File: src/rtl/mantissa_sub_serial.sv
// Bit-serial unsigned significand subtractor producing |a-b| plus sign/zero flags.
// Latency WIDTH+1 cycles (b<=a) or 2*WIDTH+1 (b>a); start is ignored while busy.
module mantissa_sub_serial #(
  parameter int WIDTH = 11
) (
  input  logic             clk,
  input  logic             rst,
  input  logic             start,
  input  logic [WIDTH-1:0] a,
  input  logic [WIDTH-1:0] b,
  output logic             busy,
  output logic             done,
  output logic [WIDTH-1:0] diff,
  output logic             swap,
  output logic             zero
);

  localparam int CW = (WIDTH > 1) ? $clog2(WIDTH) : 1;
  localparam logic [CW-1:0] LAST = CW'(WIDTH - 1);

  typedef enum logic [1:0] {
    IDLE = 2'd0,
    SUB  = 2'd1,
    NEG  = 2'd2,
    DONE = 2'd3
  } state_t;

  state_t           state;
  logic [WIDTH-1:0] opa;
  logic [WIDTH-1:0] opb;
  logic [WIDTH-1:0] work;
  logic             borrow;
  logic             carry;
  logic [CW-1:0]    cnt;

  // Full-subtractor on the current LSBs, and invert-plus-carry for negation.
  logic sub_bit;
  logic sub_borrow;
  logic neg_bit;
  logic neg_carry;

  assign sub_bit    = opa[0] ^ opb[0] ^ borrow;
  assign sub_borrow = (~opa[0] & opb[0]) | (~(opa[0] ^ opb[0]) & borrow);
  assign neg_bit    = ~work[0] ^ carry;
  assign neg_carry  = ~work[0] & carry;

  always_ff @(posedge clk) begin
    if (rst) begin
      state  <= IDLE;
      opa    <= '0;
      opb    <= '0;
      work   <= '0;
      borrow <= 1'b0;
      carry  <= 1'b0;
      cnt    <= '0;
      busy   <= 1'b0;
      done   <= 1'b0;
      diff   <= '0;
      swap   <= 1'b0;
      zero   <= 1'b0;
    end else begin
      done <= 1'b0;
      case (state)
        IDLE: begin
          if (start) begin
            opa    <= a;
            opb    <= b;
            work   <= '0;
            borrow <= 1'b0;
            cnt    <= '0;
            busy   <= 1'b1;
            state  <= SUB;
          end
        end

        SUB: begin
          opa    <= opa >> 1;
          opb    <= opb >> 1;
          work   <= {sub_bit, work[WIDTH-1:1]};
          borrow <= sub_borrow;
          if (cnt == LAST) begin
            cnt   <= '0;
            carry <= 1'b1;
            state <= sub_borrow ? NEG : DONE;
          end else begin
            cnt <= cnt + 1'b1;
          end
        end

        // Rotating the working register through a full pass leaves every bit back in place.
        NEG: begin
          work  <= {neg_bit, work[WIDTH-1:1]};
          carry <= neg_carry;
          if (cnt == LAST) begin
            cnt   <= '0;
            state <= DONE;
          end else begin
            cnt <= cnt + 1'b1;
          end
        end

        DONE: begin
          done  <= 1'b1;
          busy  <= 1'b0;
          diff  <= work;
          swap  <= borrow;
          zero  <= (work == '0);
          state <= IDLE;
        end

        default: begin
          busy  <= 1'b0;
          state <= IDLE;
        end
      endcase
    end
  end

endmodule

File: config.mk
export PLATFORM = sky130hd
export DESIGN_NAME = mantissa_sub_serial
export DESIGN_NICKNAME = d
export VERILOG_FILES = /design/src/rtl/mantissa_sub_serial.sv
export SDC_FILE = /design/constraint.sdc
export NUM_CORES = 1
export LEC_CHECK = 0
export BUFFER_PORTS_ARGS = -buffer_cell sky130_fd_sc_hd__buf_2
export CAP_MARGIN = 20
export CORE_MARGIN = 2
export CORE_UTILIZATION = 27
export DETAILED_ROUTE_END_ITERATION = 16
export PLACE_DENSITY_LB_ADDON = 0.12
export REMOVE_ABC_BUFFERS = 1
export SYNTH_ARGS = -nofsm -noshare
export SYNTH_HDL_FRONTEND = slang
export SYNTH_SLANG_ARGS = --single-unit
File: constraint.sdc
create_clock -name clk -period 2.48 [get_ports clk]
set_input_delay 0.496 -clock clk [delete_from_list [all_inputs] [get_ports clk]]
set_output_delay 0.496 -clock clk [all_outputs]
set_load 0.05 [all_outputs]
==> flow_metrics.env, run 1 <==
export IMPL_grt_pass1_vias=1812
export IMPL_cts_buffers=5
export IMPL_die_area_mm2=0.01011
export IMPL_grt_ovfl_total=0
export IMPL_drtIter0Drc=79
export IMPL_grt_pass1_wl_um=9101
export IMPL_synth_seq_cells=56
export IMPL_synth_most_common_cell="dfxtp_1"
export IMPL_clk_pin_slew_worst_paths_ns=0.10
export IMPL_die_w_um=100.5
export IMPL_synth_edf_count=0
export IMPL_port_buffers=39
export IMPL_h_tree_depth=2
export IMPL_routedWlPerCell_um=13.64
export IMPL_fin_crit_ns=1.999
export IMPL_start_util_pct=27.49
export IMPL_drv_cap=0
export IMPL_syn_area_mm2=0.002516
export IMPL_worstMarginPinSlew_ns=0.6784
export IMPL_cts_root_buf="clkbuf_8"
export IMPL_dieHeight_um=100.5
export IMPL_hold_viol=0
export IMPL_yosysWarnings=0
export IMPL_ant_nets=0
export IMPL_yosysTopAreaCell="dfxtp_1"
export IMPL_postSynthCellCount=266
export IMPL_setup_viol=0
export IMPL_setup_ws_ns=0.4815
export IMPL_worstPathRequired_ns=2.72
export IMPL_fmax_mhz=500.4
export IMPL_clkLatencyLatePin_ns=0.30
export IMPL_tns_ns=0
export IMPL_antenna_found_initial=0
export IMPL_viasPerCell=4.781
export IMPL_dr_pass1_iters=4
export IMPL_path_class="flop to flop"
export IMPL_syn_to_final_growth_pct=14.87
export IMPL_core_region_area_mm2=0.009153
export IMPL_register_area_mm2=0.001121
export IMPL_fp_row_count=35
export IMPL_postCtsSetupBuffers=0
export IMPL_grt_setup_unrepaired="false"
export IMPL_clockBufferDepth=2
export IMPL_timing_final_crit_share_pct=80.59
export IMPL_drc=0
export IMPL_yosysSeqAreaShare_pct=44.55
export IMPL_multi_input_area_mm2=0.001244
export IMPL_synth_area_leaders="dfxtp_1 45%, mux2i_1 14%, a211oi_1 6.0%"
export IMPL_ir_worst_vdd_uv=349.7
export IMPL_wl_um=5604
export IMPL_clock_sink_count=56
export IMPL_fin_skew_ns=0.004078
export IMPL_postCtsHoldBufs=0
export IMPL_vias=1965
export IMPL_arrival_ns=2.24
export IMPL_fillers=994
export IMPL_hold_slack_ns=0.4278
export IMPL_cts_resized=0
export IMPL_synthFlopType="dfxtp_1"
export IMPL_p_per_area_mw_per_mm2=986.7
export IMPL_finish_net_count=332
export IMPL_synth_cell_type_count=41
export IMPL_endpoint_kind="flop"
export IMPL_synthArstFlopShare_pct=0
export IMPL_diodes=0
export IMPL_worst_setup_path_start_kind="flop"
export IMPL_dpl_hpwl_um=3910
export IMPL_relSlewSlack_pct=53.48
export IMPL_gp_congestion=0.7346
export IMPL_grt_usage_pct=11.28
export IMPL_syn_area_per_cell_um2=9.459
export IMPL_pin_count=40
export IMPL_hold_path_class="input pin to flop"
export IMPL_synth_top_cell_area_share_pct=44.55
export IMPL_final_max_slew_violation_count=0
export IMPL_cts_tree="yes"
export IMPL_drive_gt1_share_pct=20.33
export IMPL_synth_commonest_cells="56 x dfxtp_1, 39 x nor2_1, 34 x mux2i_1"
export IMPL_worstPathMaxFanout=9
export IMPL_p_leak_uw=0.001121
export IMPL_post_place_ws_ns=0.5128
export IMPL_status="finished, final reports clean"
export IMPL_grt_max_degree=41
-- routing by layer --
metal / global-route usage, % / part of all wire (%) / up-vias
met5: 0 / 0 / -
met4: 2.529 / 0.71 / 0
met3: 3.121 / 4.8 / 5
met2: 18.02 / 45 / 39
met1: 15.24 / 50 / 900
li1: - / - / 1021
-- state kept, by name, summed over array words and instances (netlist names) --
signal / cells
borrow: 1
busy: 1
carry: 1
cnt: 4
diff: 11
done: 1
opa: 11
opb: 11
state: 2
swap: 1
work: 11
zero: 1
-- worst max-delay path: stages (launching register included) --
cell     delay, ns
dfxtp_1       0.35
inv_1         0.11
ha_1          0.37
mux2i_1       0.64
buf_4         0.27
nand2_1       0.06
a21oi_1       0.14
-- placed cells by master, fill, tap and decap left out, types with 7 or more instances in the layout --
cell type / count
a21oi_1: 17
a211oi_1: 20
ha_1: 7
nor2_1: 39
dfxtp_1: 56
buf_4: 9
nand2_1: 13
nand4_1: 12
buf_2: 39
inv_1: 8
mux2i_1: 34
-- worst paths after layout --
path	from	cells past startpoint	endpoint	slack, ns
hold reg to reg	work[3]$_SDFFE_PP0P_	2	work[3]$_SDFFE_PP0P_	0.49
hold / removal	b[10]	3	opb[10]$_SDFFE_PP0P_	0.43
setup reg to reg	state[0]$_SDFFE_PP0P_	6	work[10]$_SDFFE_PP0P_	0.48
setup / recovery	state[0]$_SDFFE_PP0P_	6	work[10]$_SDFFE_PP0P_	0.48
-- final cells by class --
cell class                      count  share of cell area [%]
Clock inverter                      1                  0.2597
Clock buffer                        7                   2.987
Multi-Input combinational cell    180                   43.03
Tap cell                          111                   4.805
Inverter                            8                   1.039
Timing Repair Buffer               48                   9.091
Sequential cell                    56                   38.79
-- per-stage QoR --
stage	power [uW]	util, %	cells	area (um2)
after floorplan	2021	-	244	2395
after global placement	2343	30.55	403	2796
after detailed placement	2355	30.55	403	2796
after CTS	2899	31.58	411	2890
after global routing	3053	31.58	411	2890
final	2852	31.58	411	2890
-- kinds of logic after synthesis --
group | after synthesis | synth area share, %
flops | 56 | 44.56
compound gates | 53 | 14.27
fa+ha+maj | 8 | 4.276
simple gates | 83 | 16.46
mux | 36 | 14.42
buf+inv | 30 | 6.017
-- power breakdown --
part           switching [uW]  leakage (uW)  internal (uW)  total (uW)
Clock                     302     0.0000445            228         530
Sequential                102      0.000457           1070        1170
Combinational             685      0.000620            465        1150
Power figures use the tool's default switching activity.
==> run 2, diff against run 1 <==
Clock period 2.48 ns to 1.7 ns, I/O delays scaled along.
==> run 2 against run 1 <==
  * Die area did not move
  * Highest routed layer unchanged
  * Clock skew rose by 0.0021 ns
  * Combinational power rose by 71%
  * Cell count rose by 2.7%
  * Sequential share of layout area fell by 2.0 points
  * Fmax rose by 24%
  * Global-route usage rose by 0.099 points
  * Sequential power rose by 44%
==> flow_metrics.env, run 2 (synthesis gave the netlist of run 1 again) <==
export IMPL_status="finished, final reports clean"
export IMPL_wl_um=5545
export IMPL_arrival_ns=1.84
export IMPL_die_area_mm2=0.01011
export IMPL_p_per_area_mw_per_mm2=1515
export IMPL_start_util_pct=27.49
export IMPL_ff2ff_path_depth=5
export IMPL_worstMarginPinSlew_ns=0.3545
export IMPL_clk_pin_slew_worst_paths_ns=0.10
export IMPL_vias=1985
export IMPL_die_w_um=100.5
export IMPL_setup_viol=0
export IMPL_endpoint_kind="flop"
export IMPL_layout_common_cells="55 x dfxtp_1, 39 x nor2_1, 39 x buf_2"
export IMPL_worstPathRequired_ns=1.93
export IMPL_diodes=0
export IMPL_critPathSlowestCell="or4b_4"
export IMPL_postCtsSetupBuffers=0
export IMPL_tns_ns=0
export IMPL_critPathMaxStageDelay_ns=0.52
export IMPL_fin_crit_ns=1.611
export IMPL_clockBufferDepth=2
export IMPL_fillers=973
export IMPL_timing_final_crit_share_pct=94.78
export IMPL_viasPerCell=4.704
export IMPL_grt_pass1_wl_um=9239
export IMPL_gp_congestion=0.7251
export IMPL_grt_ovfl_total=0
export IMPL_setup_ws_ns=0.08877
export IMPL_dieHeight_um=100.5
export IMPL_drv_cap=0
export IMPL_fin_util_pct=33.34
export IMPL_port_buffers=39
export IMPL_fin_skew_ns=0.006206
export IMPL_crit_cells=5
export IMPL_layout_commonest_cell="dfxtp_1"
export IMPL_ir_worst_vdd_uv=460.0
export IMPL_cp_cell_sequence="inv_1 -> ha_2 -> and3b_2 -> or4b_4 -> a311oi_2"
export IMPL_drc=0
export IMPL_register_area_mm2=0.001122
export IMPL_critPathBufInv=1
export IMPL_multi_input_area_mm2=0.001264
export IMPL_final_max_slew_violation_count=0
export IMPL_clkLatencyLatePin_ns=0.31
export IMPL_h_tree_depth=2
export IMPL_finish_net_count=343
export IMPL_grt_usage_pct=11.38
export IMPL_grt_max_degree=41
export IMPL_drive_gt1_share_pct=25.72
export IMPL_cts_tree="yes"
export IMPL_hold_path_class="input pin to flop"
export IMPL_grt_pass1_vias=1857
export IMPL_fmax_mhz=620.6
export IMPL_pin_count=40
export IMPL_syn_to_final_growth_pct=21.28
export IMPL_post_place_ws_ns=0.07289
export IMPL_ant_nets=0
export IMPL_min_from="b[10]"
export IMPL_path_class="flop to flop"
export IMPL_postCtsHoldBufs=0
export IMPL_cts_root_buf="clkbuf_8"
export IMPL_hold_depth=3
export IMPL_antenna_found_initial=0
export IMPL_dpl_hpwl_um=3832
export IMPL_drtIter0Drc=70
export IMPL_relSlewSlack_pct=76.15
export IMPL_r2r_start="cnt[0]$_SDFFE_PP0P_"
export IMPL_worst_setup_path_start_kind="flop"
export IMPL_startpoint="cnt[0]$_SDFFE_PP0P_"
export IMPL_hold_viol=0
export IMPL_clock_sink_count=56
export IMPL_routedWlPerCell_um=13.14
export IMPL_path_delay_family="simple AND/OR/NAND/NOR gates"
export IMPL_worstPathMaxFanout=3
export IMPL_dr_pass1_iters=4
export IMPL_fp_row_count=35
export IMPL_p_leak_uw=0.001203
export IMPL_core_region_area_mm2=0.009153
export IMPL_cts_buffers=5
==> run 2: cell types whose count changed in the layout (fill, tap and decap cells not counted), sizes merged <==
| cell | before | now |
|---|---|---|
| buf | 48 | 59 |
| bufinv | 0 | 1 |
| clkinvlp | 1 | 0 |
==> run 2: final cells by class <==
class,instances,area share (%)
sequential,56,36.78
inverter,8,0.9840
timing repair buffer,59,12.14
clock inverter,1,0.9840
clock buffer,7,3.157
tap,111,4.551
multi-input combinational,180,41.41
==> run 2: timing repair <==
action / CTS / global route
endpoints found under the setup margin: 0 / 8
hold endpoints to repair: 0 / 0
resized for setup: 0 / 7
==> run 2: power breakdown <==
part	switching [uW]	internal, uW
clock network	444	521
registers	130	1560
logic	1060	907
==> run 2: per-stage QoR <==
step	hold slack, ns	std cells	total power, uW	area (um2)
3_3_place_gp	0.4664	414	3673	2904
3_5_place_dp	0.4763	414	3671	2904
4_1_cts	0.2585	422	4654	3030
6_report	0.2655	422	4624	3052
2_1_floorplan	0.4067	244	2948	2395
5_1_grt	0.2599	422	4968	3052
==> run 2: path summary, 6_finish.rpt <==
| path | slack [ns] | end |
|---|---|---|
| max reg2reg | 0.09 | cnt[3]$_SDFFE_PP0P_ |
| min | 0.27 | opb[10]$_SDFFE_PP0P_ |
| min reg2reg | 0.50 | swap$_SDFFE_PP0P_ |
| max | 0.09 | cnt[3]$_SDFFE_PP0P_ |
==> run 2: worst reg2reg max path: stages (launching register included) <==
cell	delay [ns]
dfxtp_2	0.34
inv_1	0.05
ha_2	0.17
and3b_2	0.21
or4b_4	0.52
a311oi_2	0.24
==> run 2: metal layers <==
layer | track usage (%) | vias to the layer above | part of all wire, %
met5 | 0 | - | 0
met4 | 3.477 | 0 | 1.1
met3 | 3.190 | 7 | 4.2
met2 | 17.04 | 31 | 44
met1 | 15.91 | 905 | 50
li1 | - | 1042 | -
